[config.mk]
export PLATFORM = sky130hd
export DESIGN_NAME = pooling_sequencer
export DESIGN_NICKNAME = d
export VERILOG_FILES = /design/src/rtl/pooling_sequencer.sv
export SDC_FILE = /design/constraint.sdc
export NUM_CORES = 1
export LEC_CHECK = 0
export BUFFER_PORTS_ARGS = -buffer_cell sky130_fd_sc_hd__buf_2
export CORE_ASPECT_RATIO = 1.25
export CORE_MARGIN = 1.5
export CORE_UTILIZATION = 58
export DETAILED_ROUTE_END_ITERATION = 12
export GPL_TIMING_DRIVEN = 0
export PLACE_DENSITY = 0.92
export REMOVE_ABC_BUFFERS = 1
export SKIP_LAST_GASP = 1
export SLEW_MARGIN = 30
export SYNTH_ARGS = -nofsm -noshare
export SYNTH_HDL_FRONTEND = slang
export SYNTH_SLANG_ARGS = --single-unit
[constraint.sdc]
create_clock -name clk -period 5.5 [get_ports clk]
set_clock_uncertainty 0.05 [all_clocks]
set_input_delay 0.55 -clock clk [delete_from_list [all_inputs] [get_ports clk]]
set_output_delay 0.55 -clock clk [all_outputs]
set_load 0.01 [all_outputs]
[src/rtl/pooling_sequencer.sv]
`default_nettype none
// ============================================================================
// Module   : pooling_sequencer
// Brief    : Walks a 2x2, stride-2 window across an NxN image. Each window is
//            handed to an external pooling unit with a return-to-zero
//            start/finish handshake. The unit's result is published as one
//            row-major result strobe per window.
// Revision : 1.0 - initial release
// ============================================================================
module pooling_sequencer #(
    parameter int N       = 28,
    parameter int W       = 16,
    parameter int TIMEOUT = 1024,
    localparam int M      = N / 2,
    localparam int RW     = $clog2(N),
    localparam int AW     = (M * M > 1) ? $clog2(M * M) : 1
) (
    input  logic                clk,
    input  logic                rst_n,
    input  logic                start,
    input  logic                abort,
    output logic                pool_start,
    input  logic                pool_finish,
    input  logic signed [W-1:0] pool_pixel,
    output logic [RW-1:0]       win_row,
    output logic [RW-1:0]       win_col,
    output logic                out_valid,
    output logic [AW-1:0]       out_addr,
    output logic signed [W-1:0] out_data,
    output logic                busy,
    output logic                done,
    output logic                error
);

    // The phase counter only has to reach TIMEOUT-1 before the FSM leaves.
    localparam int                 c_cnt_w    = $clog2(TIMEOUT);
    localparam logic [RW-1:0]      c_last     = RW'(M - 1);
    localparam logic [AW-1:0]      c_m        = AW'(M);
    localparam logic [c_cnt_w-1:0] c_tmo_last = c_cnt_w'(TIMEOUT - 1);

    typedef enum logic [1:0] {
        S_IDLE    = 2'd0,
        S_ISSUE   = 2'd1,
        S_RELEASE = 2'd2,
        S_DONE    = 2'd3
    } state_t;

    state_t             r_state;
    state_t             w_state_nx;
    logic [RW-1:0]      r_ri;
    logic [RW-1:0]      r_ci;
    logic [RW-1:0]      w_ri_nx;
    logic [RW-1:0]      w_ci_nx;
    logic [c_cnt_w-1:0] r_cnt;
    logic               w_in_phase;
    logic               w_tmo;
    logic               w_capture;
    logic               w_err_set;
    logic               w_err_clr;

    assign w_in_phase = (r_state == S_ISSUE) || (r_state == S_RELEASE);
    assign w_tmo      = (r_cnt == c_tmo_last);

    // State register
    always_ff @(posedge clk) begin
        if (!rst_n) begin
            r_state <= S_IDLE;
        end else begin
            r_state <= w_state_nx;
        end
    end

    // Next state and window stepping; abort beats finish, finish beats timeout
    always_comb begin
        w_state_nx = r_state;
        w_ri_nx    = r_ri;
        w_ci_nx    = r_ci;
        w_capture  = 1'b0;
        w_err_set  = 1'b0;
        w_err_clr  = 1'b0;
        case (r_state)
            S_IDLE: begin
                if (start) begin
                    w_state_nx = S_ISSUE;
                    w_ri_nx    = '0;
                    w_ci_nx    = '0;
                    w_err_clr  = 1'b1;
                end
            end
            S_ISSUE: begin
                if (abort) begin
                    w_state_nx = S_IDLE;
                end else if (pool_finish) begin
                    w_capture  = 1'b1;
                    w_state_nx = S_RELEASE;
                end else if (w_tmo) begin
                    w_err_set  = 1'b1;
                    w_state_nx = S_IDLE;
                end
            end
            S_RELEASE: begin
                if (abort) begin
                    w_state_nx = S_IDLE;
                end else if (!pool_finish) begin
                    if (r_ci != c_last) begin
                        w_ci_nx    = r_ci + RW'(1);
                        w_state_nx = S_ISSUE;
                    end else if (r_ri != c_last) begin
                        w_ci_nx    = '0;
                        w_ri_nx    = r_ri + RW'(1);
                        w_state_nx = S_ISSUE;
                    end else begin
                        w_state_nx = S_DONE;
                    end
                end else if (w_tmo) begin
                    w_err_set  = 1'b1;
                    w_state_nx = S_IDLE;
                end
            end
            S_DONE: begin
                w_state_nx = S_IDLE;
            end
            default: begin
                w_state_nx = S_IDLE;
            end
        endcase
    end

    // Registered outputs, window indices and phase counter, all decoded from next state
    always_ff @(posedge clk) begin
        if (!rst_n) begin
            r_ri       <= '0;
            r_ci       <= '0;
            r_cnt      <= '0;
            pool_start <= 1'b0;
            busy       <= 1'b0;
            done       <= 1'b0;
            error      <= 1'b0;
            out_valid  <= 1'b0;
            out_addr   <= '0;
            out_data   <= '0;
            win_row    <= '0;
            win_col    <= '0;
        end else begin
            r_ri       <= w_ri_nx;
            r_ci       <= w_ci_nx;
            win_row    <= w_ri_nx << 1;
            win_col    <= w_ci_nx << 1;
            pool_start <= (w_state_nx == S_ISSUE);
            busy       <= (w_state_nx == S_ISSUE) || (w_state_nx == S_RELEASE);
            done       <= (w_state_nx == S_DONE);
            out_valid  <= w_capture;
            if (w_capture) begin
                out_data <= pool_pixel;
                out_addr <= AW'(r_ri) * c_m + AW'(r_ci);
            end
            if (w_err_clr) begin
                error <= 1'b0;
            end else if (w_err_set) begin
                error <= 1'b1;
            end
            // Any state change is a fresh phase, so the count restarts
            if (w_in_phase && (w_state_nx == r_state)) begin
                r_cnt <= r_cnt + c_cnt_w'(1);
            end else begin
                r_cnt <= '0;
            end
        end
    end

endmodule
`default_nettype wire

Word level (Yosys, flattened, before mapping) --
Cells that the tools add are included.
Word-level totals: output and inout port bits 39, register bits after elaboration 53, word-level logic and storage cells 78
Cells by class: muxes and demuxes 32, multipliers 1, add/sub/neg operators 4, reductions and logical operators 9, bitwise logic cells 1, eq/ne operators 16
Operators by type and width (number):
- $mux 5 | 10
- $pmux 5 s2 | 2
- $mux 2 | 8
- $add 10x1->10 const B | 1
- $add 5x1->5 const B | 2
- $eq 10x10->1 const B | 1
- $mux 1 | 10
- $ne 5x4->1 const B | 2
- $add 8x5->8 | 1
- $eq 2x2->1 const B | 4
- $ne 2x2->1 const B | 4
- $pmux 2 s4 | 1
- $mul 5x3->7 const B | 1
- $reduce_and 6->1 | 1
- $reduce_and 5->1 | 1
- $eq 2x1->1 const B | 2
- $ne 3x1->1 const B | 1
- $eq 2x2->1 | 1
- $logic_not 2->1 | 1
- $logic_or 1x1->1 | 2
- $ne 2x1->1 const B | 1
- $pmux 1 s2 | 1
- $reduce_and 2->1 | 1
- $reduce_bool 2->1 | 1
- 3 further kinds | 3

Depth between registers and ports, before layout --
Gate-level depths: netlist (run 1).
depth in word-level cells 9, depth in mapped cells 10

Least setup slack after synthesis (run 1) --
No wires, ideal clock.
path type flip-flop to flip-flop, start register r_ri[2], end register out_addr[4], data arrival time 2.512 ns, clock period less this slack 2.632 ns, setup slack 2.868 ns, stages on the path, launching flop included 9, cell sequence dfxtp_1 -> fa_1 -> ha_1 -> fa_1 -> ha_1 -> o21ai_0 -> nor2_1 -> or3_1 -> a21oi_1
Between the ends: word-level cells in the longest chain between the ends 2
RTL lines:
- start, declared | RTL line 50 | logic [RW-1:0] r_ri;
- start signal, assigned | RTL line 145 | r_ri <= w_ri_nx;
- $mul 5x3->7 | RTL line 155 | out_addr <= AW'(r_ri) * c_m + AW'(r_ci);
- $add 8x5->8 | RTL line 155
- end signal, assigned | RTL line 155
- end, declared | RTL line 28 | output logic [AW-1:0] out_addr,
Every way passes these cells. A chain may end at the register's enable or synchronous reset.

Worst setup path after layout (run 1) --
start register r_ri[2], end register out_addr[6]
Same word-level chain as after synthesis.

==> results.txt, run 1 <==
* Area added between synthesis and finish: 11.8%
- CTS saw 51 sinks.
- Top routing layer in use: met4
* Count of final setup violators: 0
* Destination of the critical timing path: out_addr[6]
* Antenna violations before repair: 0
- Summing all non-filler instances in the final layout gives an area of 3070 µm².
- WP depth: 9
* Worst hold path type: reg -> reg
* Cell at the slowest stage of the critical path: sky130_fd_sc_hd__dfxtp_1
- The die covers 5160 µm².
- Number of instances in the synthesized netlist: 317
- Category of cells accounting for the largest share of critical-path delay: adder cells
- Placed wire-length estimate after detailed placement: 3.96 mm
- Number of top-level design ports: 60
- In this run the static leakage power is 1.42 nW.
- The via count of the first global-routing pass came to 2239.
- The startpoint identified for the worst hold timing path is out_addr[2].
- Final global-route overflow total: 0
* Met3 WL: 260 µm
* Total power per unit cell area: 238 nW/µm²
- The number of setup buffers added after CTS is 0.
- In the global route stage, overall resource usage came out at 0.230.
* Rows: 27
* Maximum VDD drop: 224 µV
* GPL Wtd Cong: 0.854
- TritonCTS built the clock tree.
* Layout cell share with drive strength beyond 1: 0.197
- Max clock buf depth: 2
- Per-instance average area after synthesis: 8.67 µm²
- Buffers and inverters on the worst path: 0
* CTS H-Tree Depth: 2
- Detailed-routing iteration count for the pre-antenna-repair pass: 4
- WL per Instance: 13.2 µm
* Time the final worst path needs with I/O delays and setup: 2880 ps
- Crit-path cells: fa_1 -> ha_1 -> fa_1 -> ha_1 -> o21ai_0 -> nor2_1 -> o21ai_0 -> xnor2_1 -> o31ai_1
* Tightest slew margin relative to the limit: 0.379
- Root Driver: sky130_fd_sc_hd__clkbuf_8
- At the pin with the least slew margin, the transition time is 930 ps.
* Die Height: 80.0 µm
* Critical path class: reg -> reg
- Setup crit start kind: flip-flop
- Final Power: 732 µW
- The worst register-to-register path ends at out_addr[6].
- Total negative setup slack: 0 ps
- The final hold violation count is 0.
- Count of cell types in the netlist: 44
* DRC viols: 0
- Max-cap violations in this run came to 0.
- Net total in the final layout: 409
- Worst Path Max Fanout: 8
- Warning count from the yosys run: 0
- Count of instances resized after the clock tree is built: 0
- 0 antenna diodes ended up in the layout.
- On the worst path, the slowest cell contributes a delay of 590 ps.
- For this block, the initial DRC count from the detailed router was 163.
- Sum of routed wire segments on met1: 2.30 mm
- Insertion delay to the later sink of the worst-skew pair: 310 ps
- Drt via density: 5.45
- Effective utilization at floorplan: 0.612
- Wires add up to 5.53 mm.
- Die Span X: 64.6 µm
- Final antenna-violating net count: 0
- The flow ran to the end, and the final reports show no timing, DRC or antenna violations.
* Layout Utilization: 0.684
- After detailed placement, the total cell area comes to 2970 µm².
- Measured in cells, the most critical reg-to-reg path has a length of 9.
- Register-to-Register Setup Slack: 2620 ps
- STA classifies the critical path endpoint as a flip-flop.
- Clock-pin slew was measured on the worst setup and hold paths at 90 ps.
- At the worst endpoint, the arrival time is 3040 ps.
- The total area inside the core boundary comes to 4490 µm².
- Derived from the worst setup path, the maximum achievable clock frequency is 0.347 GHz.
- Maximum number of pins on one net before global-route repair: 31
* CTS Hold Buffers Added: 0
- The share of the Yosys chip area taken by registers is 0.372.
* Startpoint of the worst setup timing path: r_ri[2]
- Required time of the critical path: 5660 ps
- The synthesized netlist occupies a cell area of 2750 µm².
- In this run the critical register-to-register path is launched from r_ri[2].
* Final Cycle Share: 0.524
- For this block, the via count after detailed routing is 2283.
* Pins over their slew limit: 0
* Port Buf Inserts: 57
- RSZ-0062 raised after global routing: no
- The first global-routing pass estimated 9.36 mm of wire.
- Clock tree synthesis inserted a total of 5 buffers.
- Met2 wirelength from detailed routing: 2.86 mm
* Total of flip-flops plus latches after synthesis: 51
## placed cells by master (no fill, tap or decap), drive strengths merged, types with 3 or more instances in the layout
cell    instances
a21oi          30
nor3b           3
o21ai           9
buf            57
nand2          46
dfxtp          51
nand3          10
nor3            3
a21o            3
a211oi          5
and3            4
xor2            4
ha             22
fa              6
nor2           32
clkbuf          6
nand4           4
and2            5
xnor2          15
inv            15
## metrics by stage
stage | worst slack [ps] | hold WS, ps | cells
2_1_floorplan | 2800 | 379 | 296
3_3_place_gp | 2690 | 389 | 411
4_1_cts | 2630 | 406 | 419
6_report | 2620 | 406 | 419
5_1_grt | 2460 | 415 | 419
3_5_place_dp | 2670 | 393 | 411
## power breakdown
part	switching, mW	internal (mW)	total (mW)
sequential	0.00881	0.382	0.390
clock	0.128	0.103	0.231
combinational	0.0670	0.0438	0.111
total	0.204	0.528	0.732
## sequential cells by signal (all words and copies together), names as in the netlist, 2 cells and up
register  cells
r_state       2
out_addr      8
out_data     16
r_cnt        10
r_ri          5
r_ci          5
## worst min path at each step
stage | to | depth (start not counted)
after detailed placement | out_data[14] | 2
after floorplan | r_cnt[0] | 1
after global routing | out_data[7] | 3
after CTS | out_data[14] | 2
after global placement | out_data[0] | 2
final | out_addr[2] | 2
## area by class of cell
class                   count  area, µm²
repair buffers             57        285
clock inverters             2       16.3
clock buffers               6       82.6
well taps                  58       72.6
inverters                  15       56.3
fillers                   351       1420
flip-flops and latches     51       1020
multi-input cells         230       1540
## synthesized netlist by cell type (all sizes together)
cell | number | area [µm²]
mux2i | 2 | 20.0
nand2 | 46 | 173
nor4 | 1 | 6.26
a31oi | 1 | 6.26
nor2 | 32 | 120
o31ai | 2 | 15.0
o211a | 1 | 10.0
nand3b | 1 | 7.51
ha | 22 | 275
a22oi | 1 | 7.51
o211ai | 2 | 28.8
buf | 14 | 108
nand4 | 4 | 25.0
xnor2 | 15 | 131
clkbuf | 8 | 30.0
a41oi | 1 | 8.76
and3b | 2 | 17.5
a2111oi | 1 | 8.76
a211oi | 5 | 37.5
a21oi | 30 | 150
o32a | 1 | 10.0
nor3 | 3 | 15.0
inv | 15 | 56.3
o21bai | 2 | 15.0
o311a | 1 | 10.0
a311oi | 1 | 15.0
or3 | 1 | 6.26
dfxtp | 51 | 1020
conb | 1 | 3.75
and2 | 5 | 31.3
a21o | 3 | 22.5
nor3b | 3 | 22.5
fa | 6 | 120
o21ba | 2 | 20.0
nor2b | 2 | 12.5
xor2 | 4 | 35.0
o21ai | 9 | 45.0
and4b | 2 | 20.0
and3 | 4 | 30.0
nand3 | 10 | 50.1
## cells by family after synthesis
kind of cell / Yosys count / synth area share
fa+ha+maj: 28 / 0.144
compound gates: 63 / 0.149
xor+xnor: 19 / 0.0606
simple gates: 116 / 0.195
buf+inv: 37 / 0.0706
other cells: 1 / 0.00136
mux: 2 / 0.00729
flops: 51 / 0.372
## per-layer routing
layer | global-route usage | vias to the layer above
met5 | 0 | -
met4 | 0.0957 | 0
met3 | 0.0494 | 11
met2 | 0.411 | 54
met1 | 0.263 | 1075
li1 | - | 1143
## worst min-delay path: cells and delay by family, from the launching register on
family          cells  cell delay, ps
compound gates      1              50
simple gates        1              50
flops               1             320
Note: power is estimated with default switching activity, not from simulation.
==> inputs of run 2 (changes only) <==
ABC_AREA = 1   (was default)
CORE_UTILIZATION = 49   (was 58)
PLACE_DENSITY = 0.84   (was 0.92)
clock period = 2.55 ns   (was 5.5 ns; I/O delays follow)
==> run 2 against run 1 <==
  * Core utilization decreased by 7.9 points
  * Count of clock-buffer cells in the layout decreased by 1
  * Sequential power increased by 120%
  * Power increased by 120%
==> results.txt, run 2 <==
- The vertical die dimension was 88.4 µm (+11%).
- The instance count of the mapped netlist was 345 (+8.8%).
* Maximum VDD drop: 368 µV (+64%)
- Rows: 30 (+11%)
* Total of flip-flops plus latches after synthesis: 51 (unchanged)
* Total power per unit cell area: 473 nW/µm² (+99%)
* Tightest slew margin relative to the limit: 0.582 (+0.202)
* Achievable frequency: 0.393 GHz (+13%)
- Among the stages of the critical path, the cell type that occurs most often is sky130_fd_sc_hd__fa_1.
* Insertion delay to the later sink of the worst-skew pair: 310 ps (about the same)
- STA classifies the critical path endpoint as a flip-flop.
- Die Span X: 71.3 µm (+10%)
- Net total in the final layout: 449 (+9.8%)
* Setup slack of the critical path after layout: 3.47 ps (-2610 ps)
- Total Die Area: 6300 µm² (+22%)
- WL per Instance: 12.7 µm (-4.0%)
- The number of enable-type register cells in the synthesized netlist came to 0 (unchanged).
- Max-cap violations: 0 (unchanged)
- The via count of the first global-routing pass came to 2411 (+7.7%).
- The leakage power of the design was 1.65 nW (+16%).
- Clock tree synthesis selected as its root buffer the cell sky130_fd_sc_hd__clkbuf_8.
* Antenna violations before repair: 0 (unchanged)
- Layout Utilization: 0.605 (-0.0791)
- In this run the worst hold path is classified as in -> reg.
* Detailed-routing iteration count for the pre-antenna-repair pass: 5 (+1)
- TritonCTS built the clock tree.
- The total of buffers placed on input and output ports is 57 (unchanged).
- The combined area of all synthesized cells is 2860 µm² (+4.0%).
- The final standard cell area without fillers came to 3340 µm² (+8.6%).
- Delay of the slowest cell on the worst path: 540 ps (-50 ps)
* Worst-case setup slack after placement: -294 ps (-2960 ps)
* Pins over their slew limit: 0 (unchanged)
- Top post-synthesis cells by count: 56 x sky130_fd_sc_hd__nor2_1, 51 x sky130_fd_sc_hd__dfxtp_1, 38 x sky130_fd_sc_hd__nand2_1, 29 x sky130_fd_sc_hd__o21ai_1, 25 x sky130_fd_sc_hd__inv_1
* GPL Wtd Cong: 0.841 (-1.5%)
- Grt peak-use layer: met2
- The effective utilization at floorplan was 0.518 (-0.0936).
- The hold slack was 91.9 ps (-314 ps).
- The worst setup path is launched from a flip-flop.
- The total number of vias came to 2377 (+4.1%).
* CTS Hold Buffers Added: 0 (unchanged)
- Max clock buf depth: 2 (unchanged)
- TritonCTS buffer count: 5 (unchanged)
- Crit-path cells: fa_1 -> ha_2 -> fa_1 -> ha_4 -> a21oi_4 -> nor2_2 -> nand2_2 -> a21oi_2 -> o21ai_1 -> nand2_1 -> inv_1
* Routing usage on met1: 0.205 (-0.0574)
* Met2 Use GR: 0.372 (-0.0394)
- Area added between synthesis and finish: 16.7%
- Crit path arrival time: 2710 ps (-330 ps)
- Setup repair after global routing could not meet its margin everywhere.
- Maximum number of pins on one net before global-route repair: 33 (+6.5%)
- The top cell type's share of synthesized area is 0.357 (-0.0143).
* Cell at the slowest stage of the critical path: sky130_fd_sc_hd__fa_1
- GR met3 Demand/Resource: 0.0342 (-0.0152)
* DRC viols: 0 (unchanged)
- Main flop type after synthesis: sky130_fd_sc_hd__dfxtp_1
- The sum of overflow across all layers after global routing is 0 (unchanged).
- Count of final setup violators: 0 (unchanged)
- CTS clk-pin slew, worst paths: 100 ps (about the same)
- The mean instance size in the synthesized netlist is 8.28 µm² (-4.4%).
- Worst Path Max Fanout: 3 (-5)
* Warning count from the yosys run: 0 (unchanged)
- Cell taking the most area after synthesis: sky130_fd_sc_hd__dfxtp_1
- Clock sink count: 51 (unchanged)
- The sum of routed wire length over all layers was 5.89 mm (+6.5%).
- The worst endpoint required time is 2720 ps (-2940 ps).
- Global-route total usage across every layer: 0.191 (-0.0390)
- Pin slew with the least headroom to its limit: 626 ps (-304 ps)
- Drt via density: 5.11 (-6.2%)
* Max FFs per register: 16 (unchanged)
* Leading cell types by total area after synthesis: sky130_fd_sc_hd__dfxtp_1 36%, sky130_fd_sc_hd__ha_1 9.6%, sky130_fd_sc_hd__nor2_1 7.4%
* Number of top-level design ports: 60 (unchanged)
- Core region area: 5520 µm² (+23%)
- The violation count after the first detailed-routing iteration came to 202 (+24%).
- The first-pass GRT wire length came to 9.87 mm (+5.5%).
* Time the final worst path needs with I/O delays and setup: 2550 ps (-336 ps)
* Most common cell after layout, fill and taps aside: sky130_fd_sc_hd__buf_2
- The share of the clock period used by the worst path after layout is 0.999 (+0.474).
* Result of the run: completed
- The final hold violation count is 0 (unchanged).
- Layout cell share with drive strength beyond 1: 0.314 (+0.118)
* Share of synthesized registers carrying an async set or reset: 0 (unchanged)
* Commonest cells after routing, fill and taps aside: 57 x sky130_fd_sc_hd__buf_2, 54 x sky130_fd_sc_hd__nor2_1, 48 x sky130_fd_sc_hd__dfxtp_1
* Top flop regs: out_data: 16 flops, r_cnt: 10 flops, out_addr: 8 flops
- Diodes inserted: 0 (unchanged)
- The deepest level of the CTS H-tree is 2 (unchanged).
- Placed inst area: 3120 µm² (+5.1%)
- Final Power: 1.58 mW (+120%)
* Sequential share of the synthesized area: 0.357 (-0.0143)
- Placed wire-length estimate after detailed placement: 4.18 mm (+5.4%)
* Count leader, synth: sky130_fd_sc_hd__nor2_1
- Largest register by flop count: out_data
* Critical path class: reg -> reg
- Final antenna-violating net count: 0 (unchanged)
- Count of cell types in the netlist: 38 (-14%)
run 2: cell types whose count changed after synthesis, sizes merged, moves of 8 or more:
cell and delta:
nor2 +29, o21ai +22, inv +20, a21oi -18, xnor2 -11, xor2 +10, nor3 +8
run 2: where the power goes:
| part | internal [mW] | switching, mW |
|---|---|---|
| logic | 0.0923 | 0.140 |
| registers | 0.826 | 0.0228 |
| clock network | 0.204 | 0.294 |
run 2: area by class of cell:
| class | count | area [µm²] |
|---|---|---|
| Multi-Input combinational cell | 239 | 1620 |
| Clock buffer | 5 | 68.8 |
| Clock inverter | 3 | 28.8 |
| Sequential cell | 51 | 1030 |
| Inverter | 38 | 159 |
| Fill cell | 471 | 2180 |
| Tap cell | 64 | 80.1 |
| Timing Repair Buffer | 65 | 345 |
run 2: cell families after synthesis:
| logic type | synth area share |
|---|---|
| buf+inv | 0.0946 |
| compound gates | 0.102 |
| flops | 0.357 |
| other cells | 0.00131 |
| xor+xnor | 0.0552 |
| fa+ha+maj | 0.138 |
| simple gates | 0.251 |
run 2: worst max-delay path: cells and delay by family, from the launching register on:
family / cells / cell delay, ps
flip-flops: 1 / 370
AO/OA/AOI/OAI: 3 / 260
AND/OR/NAND/NOR: 3 / 230
buffers and inverters: 1 / 30
adder cells (fa/ha/maj): 4 / 1500
run 2: stage by stage:
step / TNS, ps / std cells
global route: -223 / 465
floorplan: -318 / 328
CTS: 0 / 464
finish: 0 / 465
detailed placement: -707 / 449
global placement: -15800 / 449
run 2: timing repair:
item | in CTS | in global routing
setup endpoints to repair | 4 | 2
resized for setup | 9 | 7
setup buffers | 7 | 1
pin swaps | 5 | 8
run 2: final timing paths:
| kind | cells after the start | from | slack [ps] | endpoint |
|---|---|---|---|---|
| worst max register to register | 11 | r_ri[0] | 3 | out_addr[7] |
| worst max-delay path | 11 | r_ri[0] | 3 | out_addr[7] |
| worst min-delay path | 2 | start | 90 | error |
| worst min register to register | 1 | r_cnt[0] | 430 | r_cnt[0] |
run 2: routing by layer:
layer	vias to the layer above	share of wire	routed length, µm
li1	1201	-	-
met1	1123	0.40	2340
met2	45	0.55	3270
met3	8	0.036	212
met4	0	0.012	72
met5	-	0	0
==> inputs of run 3 (changes only) <==
RECOVER_POWER = 50   (was default)
SLEW_MARGIN = 15   (was 30)
==> run 3 against run 2 <==
  * Register-to-register slack about the same
  * Critical path type unchanged
  * Largest power group unchanged
  * Global-route usage grew 0.33 points
  * Count of clock-buffer cells in the layout is the same
  * Sequential share of layout area rose by 0.28 points
  * Wire length up 1.1%
  * Critical path depth is the same
  * Core utilization is 0.54 points lower
  * Design area down 0.90%
  * First-iteration DRC count fell by 26%
  * Power decreased by 0.41%
  * Via count shrank 1.1%
  * Die area unchanged
==> results.txt, run 3 (synthesized netlist as in run 2, its figures left out) <==
- Result of the run: completed
* Max clock buf depth: 2 (unchanged)
* Total Die Area: 6300 µm² (unchanged)
* Area added between synthesis and finish: 15.7%
- Core region area: 5520 µm² (unchanged)
* Die Span X: 71.3 µm (unchanged)
* Die Height: 88.4 µm (unchanged)
- Time the final worst path needs with I/O delays and setup: 2540 ps (-6.60 ps)
* Switching part of the total power: 0.289 (about the same)
- First-pass GRT wire length: 9.96 mm (+0.90%)
- The clock network latency to the later pin of the worst-skew pair is 320 ps (about the same).
* Net total in the final layout: 449 (unchanged)
* Largest register by flop count: out_data
- The combinational share of power was 0.145 (-0.002).
- The fraction of final layout cells sized beyond drive strength 1 came to 0.237 (-0.0773).
* Setup slack of the critical path after layout: 10.1 ps (+6.60 ps)
- Total power per unit cell area: 476 nW/µm² (+0.50%)
* Global-route total usage across every layer: 0.194 (+0.00334)
- Most common cell after layout, fill and taps aside: sky130_fd_sc_hd__nor2_1
- Power spent charging and discharging nets: 455 µW (-0.40%)
- The slew at the pin with the worst max-slew slack is 535 ps (-91.1 ps).
* Max FFs per register: 16 (unchanged)
- Final hold slack: 97.5 ps (+5.61 ps)
- The leakage power of the design was 1.53 nW (-7.3%).
- The CTS buffer count was 5 (unchanged).
- Clock sink count: 51 (unchanged)
- Antenna violations before repair: 0 (unchanged)
* Number of global-route vias before repair: 2332 (-3.3%)
* Tightest slew margin relative to the limit: 0.643 (+0.0617)
- Crit path arrival time: 2710 ps (about the same)
- The sum of overflow across all layers after global routing is 0 (unchanged).
- The largest individual stage delay along the critical path comes from the cell sky130_fd_sc_hd__fa_1.
- The total number of vias was 2350 (-1.1%).
- Effective utilization at floorplan: 0.518 (unchanged)
- Setup repair after global routing could not meet its margin everywhere.
- The worst endpoint required time is 2720 ps (about the same).
* Clock network fraction of design power: 0.314 (about the same)
- The largest net degree at the start of global routing is 33 (unchanged).
- Crit-path cells: fa_1 -> ha_2 -> fa_1 -> ha_4 -> a21oi_4 -> nor2_2 -> nand2_1 -> a21oi_2 -> o21ai_1 -> nand2_1 -> inv_1
- Part of the total power dissipated in sequential elements: 0.540 (+0.002)
- The per-cell via count in the routed design was 5.05 (-1.1%).
- Setup crit start kind: flip-flop
- The worst slack at placement came to -278 ps (+15.3 ps).
* CP Capture Type: flip-flop
- GPL Wtd Cong: 0.841 (unchanged)
- The max-slew violation count is 0 (unchanged).
* Critical path class: reg -> reg
* Maximum VDD drop: 265 µV (-28%)
- The filler-free cell count of the finished design was 465 (unchanged).
- The number of rows created at floorplan came to 30 (unchanged).
- Final count of hold timing violations: 0 (unchanged)
- The delay of the slowest critical-path stage is 530 ps (about the same).
* Clock tree from TritonCTS: built
- The share of the clock period used by the worst path after layout is 0.996 (-0.00259).
* Total routed wirelength: 5.96 mm (+1.1%)
- Worst hold path type: in -> reg
- WL per Instance: 12.8 µm (+1.1%)
* Count of final setup violators: 0 (unchanged)
* CTS H-Tree Depth: 2 (unchanged)
- Top flop regs: out_data: 16 flops, r_cnt: 10 flops, out_addr: 8 flops
- Worst Path Max Fanout: 3 (unchanged)
- Max-cap violations: 0 (unchanged)
- The internal power is 1.12 mW (-0.41%).
- Port Buf Inserts: 57 (unchanged)
- CTS Hold Buffers Added: 0 (unchanged)
* Achievable frequency: 0.394 GHz (+0.26%)
* Root Driver: sky130_fd_sc_hd__clkbuf_8
* Cell Count Post-Placement: 450 (+0.22%)
- The antenna diode count is 0 (unchanged).
- Placed wire-length estimate after detailed placement: 4.18 mm (about the same)
* Final antenna-violating net count: 0 (unchanged)
- Drt first-iter violations: 150 (-26%)
- The number of top-level design ports came to 60 (unchanged).
* CTS clk-pin slew, worst paths: 100 ps (about the same)
* DRC viols: 0 (unchanged)
* Commonest cells after routing, fill and taps aside: 54 x sky130_fd_sc_hd__nor2_1, 48 x sky130_fd_sc_hd__dfxtp_1, 38 x sky130_fd_sc_hd__nand2_1
- Detailed-routing iteration count for the pre-antenna-repair pass: 4 (-1)
-- run 3: changes by cell type in the layout (fill, tap and decap cells not counted), sizes merged --
| cell | previous run | this run |
|---|---|---|
| clkbuf | 5 | 34 |
| buf | 65 | 36 |
| inv | 36 | 37 |
| clkinv | 4 | 3 |
-- run 3: worst max-delay path: cells and delay by family (launching register included) --
| family | cells | cell delay (ps) |
|---|---|---|
| AO/OA/AOI/OAI | 3 | 290 |
| adder cells (fa/ha/maj) | 4 | 1490 |
| buffers and inverters | 1 | 30 |
| flip-flops | 1 | 370 |
| AND/OR/NAND/NOR | 3 | 230 |
-- run 3: timing repair --
action                                 in CTS  in global routing
endpoints found under the hold margin       0                  0
resized for setup                           9                  5
pin swaps                                   5                  7
setup endpoints to repair                   4                  2
buffers inserted                            6                  1
-- run 3: final cells by class --
class | count | area [µm²]
multi-input combinational | 239 | 1610
inverter | 38 | 159
fill | 497 | 2210
clock buffer | 5 | 68.8
sequential | 51 | 1030
timing repair buffer | 65 | 329
clock inverter | 3 | 26.3
tap | 64 | 80.1
-- run 3: worst paths after layout --
check | start | end | slack [ps] | cells past startpoint
worst max-delay path | r_ri[0] | out_addr[7] | 10 | 11
worst min-delay path | start | error | 100 | 2
worst max register to register | r_ri[0] | out_addr[7] | 10 | 11
worst min register to register | r_cnt[0] | r_cnt[0] | 430 | 1
-- run 3: metrics by stage --
stage           util  total power [mW]  TNS (ps)  area (µm²)
3_3_place_gp   0.565              1.08    -15800        3120
4_1_cts        0.601              1.59         0        3320
3_5_place_dp   0.568              1.09      -694        3130
5_1_grt        0.599              1.64      -208        3310
6_report       0.599              1.57         0        3310
2_1_floorplan      -              1.01      -318        2750
-- run 3: layer usage --
| layer | up-vias | routed length, µm | global-route usage |
|---|---|---|---|
| met5 | - | 0 | 0 |
| met2 | 59 | 3220 | 0.373 |
| met3 | 11 | 277 | 0.0342 |
| met4 | 0 | 111 | 0.0600 |
| li1 | 1199 | - | - |
| met1 | 1081 | 2350 | 0.216 |
-- run 3: power by group through the flow --
stage / clock network, mW / logic (mW) / registers [mW]
after floorplan: 0 / 0.129 / 0.880
after global routing: 0.531 / 0.260 / 0.854
after CTS: 0.506 / 0.232 / 0.849
final: 0.494 / 0.229 / 0.849
after global placement: 0 / 0.214 / 0.867
after detailed placement: 0 / 0.225 / 0.869
